<file path="config.mk">
export PLATFORM = sky130hd
export DESIGN_NAME = case9_resp_compactor_flat
export DESIGN_NICKNAME = d
export VERILOG_FILES = /design/src/rtl/case9_resp_compactor_pkg.sv /design/src/rtl/case9_resp_compactor_if.sv /design/src/rtl/case9_resp_compactor_misr_reg.sv /design/src/rtl/case9_resp_compactor.sv /design/src/flat_wrapper.sv
export SDC_FILE = /design/constraint.sdc
export NUM_CORES = 1
export LEC_CHECK = 0
export CAP_MARGIN = 15
export CORE_MARGIN = 2
export CORE_UTILIZATION = 36
export CTS_CLUSTER_SIZE = 28
export DETAILED_ROUTE_END_ITERATION = 10
export SYNTH_ARGS = -nofsm -noshare
export SYNTH_HDL_FRONTEND = slang
export SYNTH_SLANG_ARGS = --single-unit
</file>
<file path="constraint.sdc">
create_clock -name clk -period 2.1 [get_ports clk]
set_input_delay 0.63 -clock clk [delete_from_list [all_inputs] [get_ports clk]]
set_output_delay 0.63 -clock clk [all_outputs]
set_load 0.01 [all_outputs]
</file>
<file path="src/rtl/case9_resp_compactor_pkg.sv">
// Shared definitions for the case9 response compactor:
// FSM states, response bit positions and default MISR constants.
package case9_pkg;

    typedef enum logic [1:0] {
        IDLE,
        RUN,
        DONE
    } state_e;

    localparam int RESP_W = 5;
    localparam int Y1_IDX = 0;
    localparam int Y2_IDX = 1;
    localparam int Y3_IDX = 2;
    localparam int Y4_IDX = 3;
    localparam int Y5_IDX = 4;

    localparam logic [15:0] DEF_POLY = 16'h1021;
    localparam logic [15:0] DEF_SEED = 16'h0000;

endpackage

</file>
<file path="src/rtl/case9_resp_compactor_if.sv">
// Valid/ready response channel carrying y1..y5 from the netlist
// under test into the compactor.
interface case9_resp_compactor_if;
    import case9_pkg::*;

    logic              resp_valid;
    logic [RESP_W-1:0] resp;
    logic              resp_ready;

    modport master (
        output resp_valid,
        output resp,
        input  resp_ready
    );

    modport slave (
        input  resp_valid,
        input  resp,
        output resp_ready
    );

endinterface

</file>
<file path="src/rtl/case9_resp_compactor_misr_reg.sv">
// Multiple-input signature register with a parallel data input,
// synchronous load of the seed and a shift enable.
module misr_reg #(
    parameter int               WIDTH = 16,
    parameter logic [WIDTH-1:0] POLY  = WIDTH'(16'h1021),
    parameter logic [WIDTH-1:0] SEED  = '0
) (
    input  logic             clk,
    input  logic             rst_n,
    input  logic             load,
    input  logic             shift_en,
    input  logic [WIDTH-1:0] din,
    output logic [WIDTH-1:0] sig
);

    logic [WIDTH-1:0] sig_d;
    logic [WIDTH-1:0] sig_q;
    logic [WIDTH-1:0] fb;

    always_comb begin
        fb    = sig_q[WIDTH-1] ? POLY : '0;
        sig_d = sig_q;
        if (load) begin
            sig_d = SEED;
        end else if (shift_en) begin
            sig_d = {sig_q[WIDTH-2:0], 1'b0} ^ fb ^ din;
        end
    end

    always_ff @(posedge clk or negedge rst_n) begin
        if (!rst_n) begin
            sig_q <= SEED;
        end else begin
            sig_q <= sig_d;
        end
    end

    assign sig = sig_q;

endmodule

</file>
<file path="src/rtl/case9_resp_compactor.sv">
// Compacts a programmed number of y1..y5 vectors into a MISR, flags
// any y2/y5 disagreement and compares the final signature to golden.
module case9_resp_compactor
    import case9_pkg::*;
#(
    parameter int               SIG_W = 16,
    parameter logic [SIG_W-1:0] POLY  = SIG_W'(DEF_POLY),
    parameter logic [SIG_W-1:0] SEED  = SIG_W'(DEF_SEED),
    parameter int               CNT_W = 16
) (
    input  logic                   clk,
    input  logic                   rst_n,
    input  logic                   start,
    input  logic [CNT_W-1:0]       num_pat,
    input  logic [SIG_W-1:0]       golden,
    case9_resp_compactor_if.slave  rsp,
    output logic [SIG_W-1:0]       sig,
    output logic [CNT_W-1:0]       count,
    output logic                   done,
    output logic                   pass,
    output logic                   eq_err
);

    state_e           state_d, state_q;
    logic [CNT_W-1:0] count_d, count_q;
    logic [CNT_W-1:0] num_pat_d, num_pat_q;
    logic [SIG_W-1:0] golden_d, golden_q;
    logic             eq_err_d, eq_err_q;
    logic [CNT_W-1:0] count_inc;
    logic             accept;
    logic [SIG_W-1:0] din;

    // start wins over a same-cycle handshake
    assign accept    = rsp.resp_valid & (state_q == RUN) & ~start;
    assign count_inc = count_q + CNT_W'(1);
    assign din       = {{(SIG_W-RESP_W){1'b0}}, rsp.resp};

    always_comb begin
        state_d   = state_q;
        count_d   = count_q;
        num_pat_d = num_pat_q;
        golden_d  = golden_q;
        eq_err_d  = eq_err_q;
        if (start) begin
            count_d   = '0;
            eq_err_d  = 1'b0;
            num_pat_d = num_pat;
            golden_d  = golden;
            state_d   = (num_pat != '0) ? RUN : DONE;
        end else begin
            unique case (state_q)
                IDLE: ;
                RUN: begin
                    if (accept) begin
                        count_d = count_inc;
                        if (rsp.resp[Y2_IDX] != rsp.resp[Y5_IDX]) begin
                            eq_err_d = 1'b1;
                        end
                        if (count_inc == num_pat_q) begin
                            state_d = DONE;
                        end
                    end
                end
                DONE: ;
                default: state_d = IDLE;
            endcase
        end
    end

    always_ff @(posedge clk or negedge rst_n) begin
        if (!rst_n) begin
            state_q   <= IDLE;
            count_q   <= '0;
            num_pat_q <= '0;
            golden_q  <= '0;
            eq_err_q  <= 1'b0;
        end else begin
            state_q   <= state_d;
            count_q   <= count_d;
            num_pat_q <= num_pat_d;
            golden_q  <= golden_d;
            eq_err_q  <= eq_err_d;
        end
    end

    misr_reg #(
        .WIDTH (SIG_W),
        .POLY  (POLY),
        .SEED  (SEED)
    ) u_misr (
        .clk      (clk),
        .rst_n    (rst_n),
        .load     (start),
        .shift_en (accept),
        .din      (din),
        .sig      (sig)
    );

    assign rsp.resp_ready = (state_q == RUN);
    assign count          = count_q;
    assign done           = (state_q == DONE);
    assign pass           = done & (sig == golden_q);
    assign eq_err         = eq_err_q;

endmodule

</file>
<file path="src/flat_wrapper.sv">
// flat-port wrapper written by rule: the top's interface ports become plain ports
module case9_resp_compactor_flat import case9_pkg::*;
#(
    parameter int               SIG_W = 16,
    parameter logic [SIG_W-1:0] POLY  = SIG_W'(DEF_POLY),
    parameter logic [SIG_W-1:0] SEED  = SIG_W'(DEF_SEED),
    parameter int               CNT_W = 16
)
  (clk, rst_n, start, num_pat, golden, sig, count, done, pass, eq_err, rsp_resp_valid, rsp_resp, rsp_resp_ready);
  case9_resp_compactor_if rsp_i ();
  input  logic clk;
  input  logic rst_n;
  input  logic start;
  input  logic [CNT_W-1:0] num_pat;
  input  logic [SIG_W-1:0] golden;
  output logic [SIG_W-1:0] sig;
  output logic [CNT_W-1:0] count;
  output logic done;
  output logic pass;
  output logic eq_err;
  input wire logic [$bits(rsp_i.resp_valid)-1:0] rsp_resp_valid;
  input wire logic [$bits(rsp_i.resp)-1:0] rsp_resp;
  output wire logic [$bits(rsp_i.resp_ready)-1:0] rsp_resp_ready;
  assign rsp_i.resp_valid = rsp_resp_valid;
  assign rsp_i.resp = rsp_resp;
  assign rsp_resp_ready = rsp_i.resp_ready;
  case9_resp_compactor #(.SIG_W(SIG_W), .POLY(POLY), .SEED(SEED), .CNT_W(CNT_W)) u_core (.clk(clk), .rst_n(rst_n), .start(start), .num_pat(num_pat), .golden(golden), .rsp(rsp_i), .sig(sig), .count(count), .done(done), .pass(pass), .eq_err(eq_err));
endmodule
</file>
== After elaboration in Yosys (flattened, before gate mapping) ==
Index checks and enable logic that the tools add are counted.

* Add/sub/neg operators: 1
* Multiply operators: 0
* Div/mod/pow operators: 0
* Order comparisons: 0
* Eq/ne operators: 8
* Shift operators: 0
* Muxes and demuxes: 15
* Bitwise gates (word level): 6
* Reductions and logical operators: 9

{| class="wikitable"
|+ Operators with widths
! kind !! number
|-
| two-way mux 16 bit || 5
|-
| equality test 16 bit || 2
|-
| adder 16 x 1 -> 16 bit (second input constant) || 1
|-
| nonzero test 16 bit || 1
|-
| XOR 16 bit || 1
|-
| XOR 16 x 5 -> 16 bit || 1
|-
| two-way mux 13 bit || 1
|-
| two-way mux 2 bit || 4
|-
| inequality test 3 x 2 -> 1 bit (second input constant) || 2
|-
| AND reduction 3 bit || 2
|-
| nonzero test 2 bit || 3
|-
| two-way mux 1 bit || 4
|-
| case mux 2 bit (2 select lines) || 1
|-
| AND 1 bit || 3
|-
| equality test 2 x 1 -> 1 bit (second input constant) || 1
|-
| equality test 2 bit (second input constant) || 1
|-
| logical NOT 2 bit || 1
|-
| inequality test 2 x 1 -> 1 bit (second input constant) || 1
|-
| AND reduction 2 bit || 1
|-
| OR reduction 2 bit || 1
|-
| inequality test 1 bit || 1
|-
| NOT 1 bit || 1
|}

* Flip-flop bits (word level): 67
* Bits in latches: 0
* RAM bits: 0
* ROM bits: 0
* Input bits: 41
* Output and inout bits: 36
* Word-level logic and storage cells: 45
* Memories: 0

== Longest topological paths before layout ==
Gate-level depths: netlist (run 1).

* Word-level depth: 6
* Mapped depth: 8

== By module ==
From an unflattened synthesis (run 1), not the netlist that was laid out.

* Cells, all modules: 325
* Area total of the unflattened synthesis: 3,568.4 µm²

{| class="wikitable"
|+ By module, submodules not included
! module !! instances !! cells each !! area each (µm²)
|-
| case9_resp_compactor || 1 || 256 || 2,783.9
|-
| misr_reg || 1 || 69 || 784.5
|}

== Least setup slack after synthesis (run 1) ==
Ideal clock, no wire load.

* Kind: input to register
* Start: in num_pat[9]
* End: reg u_core.state_q[0]
* Library setup time: 0.131 ns
* Data arrival time: 2.220 ns
* Data required time: 1.969 ns
* Path slack: -0.251 ns
* Stages on the path: 6
* Path buffers: 0
* Path through: or4_4 > o41ai_4 > o2111ai_1 > nor4_2 > nand3_1 > a2bb2oi_1

* Longest elaborated chain between the ends: 3

{| class="wikitable"
|+ Ends and longest elaborated chain
! what !! RTL line !! RTL
|-
| from (decl) || flat_wrapper.sv:14 || <nowiki>input logic [CNT_W-1:0] num_pat;</nowiki>
|-
| nonzero test 16 bit || case9_resp_compactor.sv:49 || <nowiki>state_d = (num_pat != '0) ? RUN : DONE;</nowiki>
|-
| two-way mux 2 bit || case9_resp_compactor.sv:49 ||
|-
| two-way mux 2 bit || case9_resp_compactor.sv:44 || <nowiki>if (start) begin</nowiki>
|-
| to (signal assigned) || case9_resp_compactor.sv:78 || <nowiki>state_q <= state_d;</nowiki>
|-
| to (decl) || case9_resp_compactor.sv:24 || <nowiki>state_e state_d, state_q;</nowiki>
|}

No other way between the ends.
A chain may end at the register's enable or synchronous reset.

== Worst setup path in the final report (run 1) ==
* Start: reg u_core.golden_q[11]
* End: out pass

* Longest elaborated chain between the ends: 2

{| class="wikitable"
|+ Ends and longest elaborated chain
! what !! RTL line !! RTL
|-
| from (decl) || case9_resp_compactor.sv:27 || <nowiki>logic [SIG_W-1:0] golden_d, golden_q;</nowiki>
|-
| from (signal assigned) || case9_resp_compactor.sv:81 || <nowiki>golden_q <= golden_d;</nowiki>
|-
| equality test 16 bit || case9_resp_compactor.sv:102 || <nowiki>assign pass = done & (sig == golden_q);</nowiki>
|-
| AND 1 bit || case9_resp_compactor.sv:102 ||
|-
| to (decl) || flat_wrapper.sv:19 || <nowiki>output logic pass;</nowiki>
|}

No other way between the ends.

==> results of run 1 <==
-- power by group through the flow --
| stage | combinational [mW] | sequential, mW | clock [mW] |
|---|---|---|---|
| 5_1_grt | 0.533 | 1.45 | 1.20 |
| 4_1_cts | 0.487 | 1.43 | 1.14 |
| 3_3_place_gp | 0.482 | 1.46 | 0 |
| 2_1_floorplan | 0.241 | 1.46 | 0 |
| 3_5_place_dp | 0.489 | 1.46 | 0 |
| 6_report | 0.485 | 1.44 | 1.12 |
-- worst max path at each step --
stage / endpoint / slack (ns) / start / cells after the start
after floorplan: u_core.state_q[0]$_DFFE_PN0P_ / -0.12 / num_pat[7] / 6
after global placement: u_core.state_q[0]$_DFFE_PN0P_ / -0.59 / num_pat[7] / 7
after detailed placement: u_core.state_q[0]$_DFFE_PN0P_ / -0.66 / num_pat[7] / 7
after CTS: pass / -0.28 / u_core.u_misr.sig[11]$_DFFE_PN0P_ / 5
after global routing: pass / -0.38 / u_core.golden_q[11]$_DFFE_PN0P_ / 5
final: pass / -0.25 / u_core.golden_q[11]$_DFFE_PN0P_ / 5
-- routing by layer --
layer  vias to the layer above  global-route usage, %  part of all wire (%)
met1                      1415                   22.8                    45
li1                       1463                      -                     -
met5                         -                      0                     0
met3                        10                   5.51                   6.2
met2                        65                   28.6                    48
met4                         0                   5.47                   1.3
-- stage by stage --
stage	setup TNS (ns)	instances	utilization, %
2_1_floorplan	-0.195	340	-
3_3_place_gp	-1.50	578	49.6
3_5_place_dp	-1.75	578	49.6
4_1_cts	-0.405	597	51.6
5_1_grt	-0.434	600	52.4
6_report	-0.247	601	52.4
-- registers in the layout, indices dropped and copies added, names as in the netlist --
signal             cells
u_core.count          16
u_core.num_pat_q      16
u_core.u_misr.sig     16
u_core.golden_q       16
u_core.state_q         2
u_core.eq_err          1
-- worst max-delay path, delay by kind of cell, from the launching register on --
kind / cells / cell delay [ns]
AND/OR/NAND/NOR: 3 / 0.61
flip-flops: 1 / 0.40
buffers and inverters: 1 / 0.19
XOR/XNOR: 1 / 0.17
-- cell families after synthesis --
group / share of synthesized area (%)
AND/OR/NAND/NOR: 17.6
buffers and inverters: 2.42
XOR/XNOR: 11.8
AO/OA/AOI/OAI: 10.4
multiplexers: 10.4
flip-flops: 47.1
adder cells (fa/ha/maj): 0.351
-- repair_timing --
item	4_1_cts	5_1_grt
setup endpoints to repair	8	7
setup buffers	3	3
pin swaps	12	6
resized for setup	57	18
-- area by class of cell --
type	instances	area, µm²	area share (%)
antenna	1	2.50	0.0493
clock buffer	9	124	2.44
clock inverter	7	76.3	1.50
inverter	2	7.51	0.148
multi-input combinational	252	1870	36.8
sequential	67	1680	33.1
tap	133	166	3.28
timing repair buffer	130	1150	22.7
-- cell usage after synthesis (2+ instances only) --
| cell | count |
|---|---|
| clkbuf_1 | 15 |
| xor2_1 | 16 |
| nor3_1 | 3 |
| nor2_1 | 22 |
| nand2b_1 | 3 |
| or4_4 | 3 |
| or3_1 | 7 |
| nor3b_1 | 2 |
| o21ai_0 | 12 |
| a21oi_1 | 18 |
| buf_2 | 3 |
| inv_1 | 2 |
| nor2b_1 | 2 |
| and3_1 | 3 |
| xnor2_1 | 32 |
| and4_1 | 3 |
| o2111ai_1 | 2 |
| nor4_1 | 4 |
| dfrtp_1 | 67 |
| mux2_2 | 31 |
| or4_1 | 4 |
| a211oi_1 | 7 |
| nand3_1 | 7 |
| nand4_1 | 9 |
| o31ai_1 | 3 |
| o32a_1 | 3 |
| mux2i_1 | 2 |
| nand2_1 | 33 |
==> impl_summary.log, run 1 <==
INFO  metric design.portCount = 77
INFO  metric globalplace.congestion = around 0.84
INFO  metric fp.coreArea = a little under 10000 µm²
INFO  metric timing.critical_path.fanout_max = 2
INFO  metric mappedNetlistNets = about 380
INFO  metric tritoncts = yes
INFO  metric status = finished with violations
INFO  metric final_cell_mix = dfrtp_1, buf_4, clkdlybuf4s50_1
INFO  metric worst_path_arrival_time = 1.72 ns
INFO  metric r2r_setup_slack = about 0.09 ns
INFO  metric finalNetCount = a little over 500
INFO  metric netlist_top_cells_area = dfrtp_1, mux2_2, xnor2_1
INFO  metric avgSynthCellArea = 10.5 µm²
INFO  metric detail_route.wl_per_cell = 14.9 µm
INFO  metric count_of_routing_violations_after_the_opening_detailed_route_iteration = between 70 and 80
INFO  metric synthDominantAreaCellType = dfrtp_1
INFO  metric static_leakage_power = about 2.1 nW
INFO  metric period_share = 112%
INFO  metric max_freq = 0.426 GHz
INFO  metric synth.top_cell.area_share = between 40% and 50%
INFO  metric placed_cell_area = around 4800 µm²
INFO  metric setup_viol = 1
INFO  metric cp_cell_sequence = xor2_1 -> nor4_2 -> nand4_1 -> nor4_2 -> buf_2
INFO  metric power.density_cell_area = ~600 nW/µm²
INFO  metric yosysSeqAreaShare = around 47%
INFO  metric failed_checks = setup timing
INFO  metric grt_start_max_net_pins = between 60 and 70
INFO  metric grt_util_all_layers = roughly 18%
INFO  metric ys.flop_type = dfrtp_1
INFO  metric finalClockSkew = between 0.005 and 0.006 ns
INFO  metric holdCritPathClass = in -> async
INFO  metric hold_ws = about 0.28 ns
INFO  metric highest_cell_delay_on_the_worst_timing_path = around 0.4 ns
INFO  metric power.sequential.fraction = ~47%
INFO  metric tightest_slew = ~0.45 ns
INFO  metric htree_num_levels = 3
INFO  metric yosysWarnings = 0
INFO  metric vias = approximately 3000
INFO  metric detail-route-antenna-nets = 0
INFO  metric start_kind = flip-flop
INFO  metric num_rows = 36
INFO  metric synth.lib_cells_used.distinct = 50
INFO  metric grt_pass1_wl = around 14 mm
INFO  metric number_of_enable_type_register_cells_in_the_synthesized_netlist = 0
INFO  metric tritoncts.num_buffers = 9
INFO  metric die_width = a little over 100 µm
INFO  metric cp_slowest_cell = dfrtp_1
INFO  metric number_of_hold_buffers_added_after_cts = 0
INFO  metric layout_commonest_cell = dfrtp_1
INFO  metric first_pass_iters = 6
INFO  metric initial_core_util = between 30% and 40%
INFO  metric combinational_group_share_of_total_power = between 10% and 20%
INFO  metric data_required_critical_path = 1.47 ns
INFO  metric layout-drive-gt1-share = approximately 29%
INFO  metric syn_area = between 3000 and 4000 µm²
INFO  metric netSwitchingPower = around 0.84 mW
INFO  metric switching_share = 27.6%
INFO  metric maxSlewHeadroom = between 60 and 70%
INFO  metric syn_inst = 340
INFO  metric setup_slack = -0.247 ns
INFO  metric synthArstFlopShare = 100%
INFO  metric drv_cap = 0
INFO  metric pins_over_their_slew_limit = 0
INFO  metric vias_per_std_cell = between 4 and 5
INFO  metric share_clk_of_total_power = a little under two fifths
INFO  metric worstRegToRegCells = 7
INFO  metric clockRootBuffer = clkbuf_8
INFO  metric grt_antenna_before_repair = 0
INFO  metric worstSetupPathType = reg -> out
INFO  metric synth.ff_latch_count = 67
INFO  metric number_of_global_route_vias_before_repair = between 2000 and 3000
INFO  metric dieHeight = just over 100 µm
INFO  metric clk-insertion-delay-late = roughly 0.36 ns
INFO  metric clk_transition_reported_paths = 0.08 ns
INFO  metric cell_internal_pwr = approximately 2.2 mW
INFO  metric report.final.hold_viol_count = 0
INFO  metric clkSinkCount = between 60 and 70
INFO  metric die_area = between 10000 and 15000 µm²
INFO  metric place_hpwl = roughly 6.5 mm
INFO  metric area.growth.synth_to_final = 42.5%
INFO  metric filler_cell_count = about 900
INFO  metric timing.final.crit_period = roughly 2.3 ns
INFO  metric design_area = 5080 µm²
INFO  metric total_overflow_reported_by_the_global_router = 0
INFO  metric reg2reg_to = u_core.state_q[0]$_DFFE_PN0P_
INFO  metric critical_path.endpoint_type = output port
INFO  metric worstReg2RegStart = u_core.count[1]$_DFFE_PN0P_
INFO  metric dpl_worst_slack = -0.661 ns
INFO  metric detailed_route_wl = between 8 and 9 mm
INFO  metric ir_drop = between 300 and 400 µV
INFO  metric cp_common_cell = nor4_2
INFO  metric power = between 3 and 4 mW
INFO  metric place.port_buffers = 76
INFO  metric cts_buffer_depth = 2
INFO  metric detail_route.drc_violations = 0
INFO  metric rsz0062_at_grt = yes
(Power assumes the default switching activity.)
==> run 2: changes to the inputs <==
- RECOVER_POWER: not set -> 50
==> run 2 against run 1 <==
The run still ends with setup timing left. Non-clock buffer count unchanged. Combinational power down 2%. Sequential share of layout area up 0.21 points. Sequential power about the same. Largest power group unchanged. Total power down 0.37%. Highest routed layer unchanged. Clock skew about the same. Register-to-register slack about the same.
==> impl_summary.log, run 2 (synthesis results as in run 1) <==
INFO  metric num_rows = 36 (unchanged)
INFO  metric start_kind = flip-flop
INFO  metric worstSetupPathType = reg -> out
INFO  metric cp_common_cell = nor4_2
INFO  metric htree_num_levels = 3 (unchanged)
INFO  metric layout.core_utilization = 52.1% (-0.32 points)
INFO  metric count_of_routing_violations_after_the_opening_detailed_route_iteration = 81 (+14%)
INFO  metric detailed_route_wl = 8.93 mm (-0.39%)
INFO  metric filler_cell_count = 906 (+0.44%)
INFO  metric highest_cell_delay_on_the_worst_timing_path = 0.40 ns (about the same)
INFO  metric clockRootBuffer = clkbuf_8
INFO  metric timing.critical_path.fanout_max = 2 (unchanged)
INFO  metric tns = -0.247 ns (+0.000113 ns)
INFO  metric status = finished with violations
INFO  metric cts_buffer_depth = 2 (unchanged)
INFO  metric initial_core_util = 36.8% (unchanged)
INFO  metric cp_slowest_cell = dfrtp_1
INFO  metric setup_viol = 1 (unchanged)
INFO  metric grt_antenna_before_repair = 0 (unchanged)
INFO  metric report.final.hold_viol_count = 0 (unchanged)
INFO  metric detail_route.drc_violations = 0 (unchanged)
INFO  metric max_freq = 0.426 GHz (about the same)
INFO  metric clk-insertion-delay-late = 0.36 ns (about the same)
INFO  metric tritoncts.num_buffers = 9 (unchanged)
INFO  metric period_share = 112% (about the same)
INFO  metric setup_slack = -0.247 ns (+0.000113 ns)
INFO  metric final_cell_count_no_fill = 601 (unchanged)
INFO  metric die_width = 103 µm (unchanged)
INFO  metric ir_drop = 318 µV (-0.60%)
INFO  metric die_area = 10700 µm² (unchanged)
INFO  metric place.port_buffers = 76 (unchanged)
INFO  metric tightest_slew = 1.48 ns (+1.03 ns)
INFO  metric critical_path.startpoint = u_core.golden_q[11]$_DFFE_PN0P_
INFO  metric finalClockSkew = 0.00585 ns (-0.000141 ns)
INFO  metric pins_over_their_slew_limit = 0 (unchanged)
INFO  metric globalplace.congestion = 0.835 (unchanged)
INFO  metric dieHeight = 103 µm (unchanged)
INFO  metric drv_cap = 0 (unchanged)
INFO  metric reg2reg_to = u_core.state_q[0]$_DFFE_PN0P_
INFO  metric clkSinkCount = 67 (unchanged)
INFO  metric worst_path_arrival_time = 1.72 ns (about the same)
INFO  metric tritoncts = yes
INFO  metric first_pass_iters = 4 (-2)
INFO  metric area.sequential = 1680 µm² (unchanged)
INFO  metric static_leakage_power = 2.09 nW (-0.65%)
INFO  metric area.growth.synth_to_final = 41.6%
INFO  metric holdCritPathClass = in -> reg
INFO  metric finalNetCount = 504 (unchanged)
INFO  metric design.portCount = 77 (unchanged)
INFO  metric place.detailed.instances = 578 (unchanged)
INFO  metric grt_start_max_net_pins = 68 (unchanged)
INFO  metric worstSetupEndpoint = pass
INFO  metric critical_path.endpoint_type = output port
INFO  metric dpl_worst_slack = -0.661 ns (unchanged)
INFO  metric maxSlewHeadroom = 1.23% (-68 points)
INFO  metric fp.coreArea = 9680 µm² (unchanged)
INFO  metric grt_pass1_wl = 14.5 mm (unchanged)
INFO  metric cp_cell_sequence = xor2_1 -> nor4_2 -> nand4_1 -> nor4_2 -> buf_2
INFO  metric worstReg2RegStart = u_core.count[1]$_DFFE_PN0P_
INFO  metric worstRegToRegCells = 7 (unchanged)
INFO  metric rsz0062_at_grt = yes
INFO  metric data_required_critical_path = 1.47 ns (about the same)
INFO  metric layout-drive-gt1-share = 28.5% (-0.21 points)
INFO  metric power.density_cell_area = 600 nW/µm² (+0.24%)
INFO  metric r2r_setup_slack = 0.08 ns (about the same)
INFO  metric detail_route.wl_per_cell = 14.9 µm (-0.39%)
INFO  metric layout_commonest_cell = dfrtp_1
INFO  metric place_hpwl = 6.50 mm (unchanged)
INFO  metric combined_area_of_the_multi_input_logic_cells = 1870 µm² (unchanged)
INFO  metric clk_transition_reported_paths = 0.08 ns (about the same)
INFO  metric failed_checks = setup timing
INFO  metric vias = 2984 (+1.0%)
INFO  metric timing.final.crit_period = 2.35 ns (-0.000113 ns)
INFO  metric detail-route-antenna-nets = 0 (unchanged)
INFO  metric grt_util_all_layers = 17.7% (unchanged)
INFO  metric total_overflow_reported_by_the_global_router = 0 (unchanged)
INFO  metric final_cell_mix = dfrtp_1, buf_4, clkdlybuf4s50_1
INFO  metric number_of_global_route_vias_before_repair = 2929 (unchanged)
INFO  metric vias_per_std_cell = 4.97 (+1.0%)
-- run 2: cell count changes in the layout (fill, tap and decap cells not counted) --
cell	change
buf_12	-2
buf_4	-1
clkbuf_1	+1
clkbuf_2	+1
clkbuf_4	+1
-- run 2: layer usage --
metal  up-vias  GRT usage [%]  share of wire (%)
li1       1460              -                  -
met1      1450           22.8                 44
met2        64           28.6                 48
met3        10           5.51                6.4
met4         0           5.47                1.3
met5         -              0                  0
-- run 2: worst min-delay path by stage --
stage	start	end	cells past startpoint
after floorplan	rst_n	u_core.count[0]$_DFFE_PN0P_	0
after global placement	u_core.eq_err$_DFFE_PN0P_	u_core.eq_err$_DFFE_PN0P_	2
after detailed placement	u_core.eq_err$_DFFE_PN0P_	u_core.eq_err$_DFFE_PN0P_	2
after CTS	rst_n	u_core.u_misr.sig[7]$_DFFE_PN0P_	2
after global routing	num_pat[14]	u_core.num_pat_q[14]$_DFFE_PN0P_	2
final	num_pat[14]	u_core.num_pat_q[14]$_DFFE_PN0P_	2
-- run 2: repair_timing --
action | in CTS | in global routing
cloned | 0 | 0
buffers inserted | 3 | 3
gates resized for setup | 57 | 18
pin swaps | 12 | 6
hold buffers | 0 | 0
endpoints found under the setup margin | 8 | 7
-- run 2: metrics by stage --
stage / instance area [µm²] / total power [mW] / hold WS [ns]
finish: 5050 / 3.03 / 0.502
global route: 5040 / 3.17 / 0.499
CTS: 5000 / 3.06 / 0.292
detailed placement: 4800 / 1.95 / 0.487
global placement: 4800 / 1.94 / 0.483
floorplan: 3570 / 1.70 / 0.334
-- run 2: area by class of cell --
type	count	share of cell area, %
sequential	67	33.3
antenna	1	0.0496
tap	133	3.30
inverter	2	0.149
clock buffer	9	2.45
timing repair buffer	130	22.3
clock inverter	7	1.51
multi-input combinational	252	37.0
-- run 2: power breakdown --
| group | switching (mW) | internal (mW) | leakage [nW] |
|---|---|---|---|
| registers | 0.0663 | 1.37 | 0.849 |
| clock network | 0.559 | 0.556 | 0.0962 |
| logic | 0.208 | 0.269 | 1.14 |
-- run 2: worst max-delay path: cells and delay by family, from the launching register on --
kind | cells | cell delay (ns)
simple gates | 3 | 0.61
flops | 1 | 0.40
xor+xnor | 1 | 0.17
buf+inv | 1 | 0.19
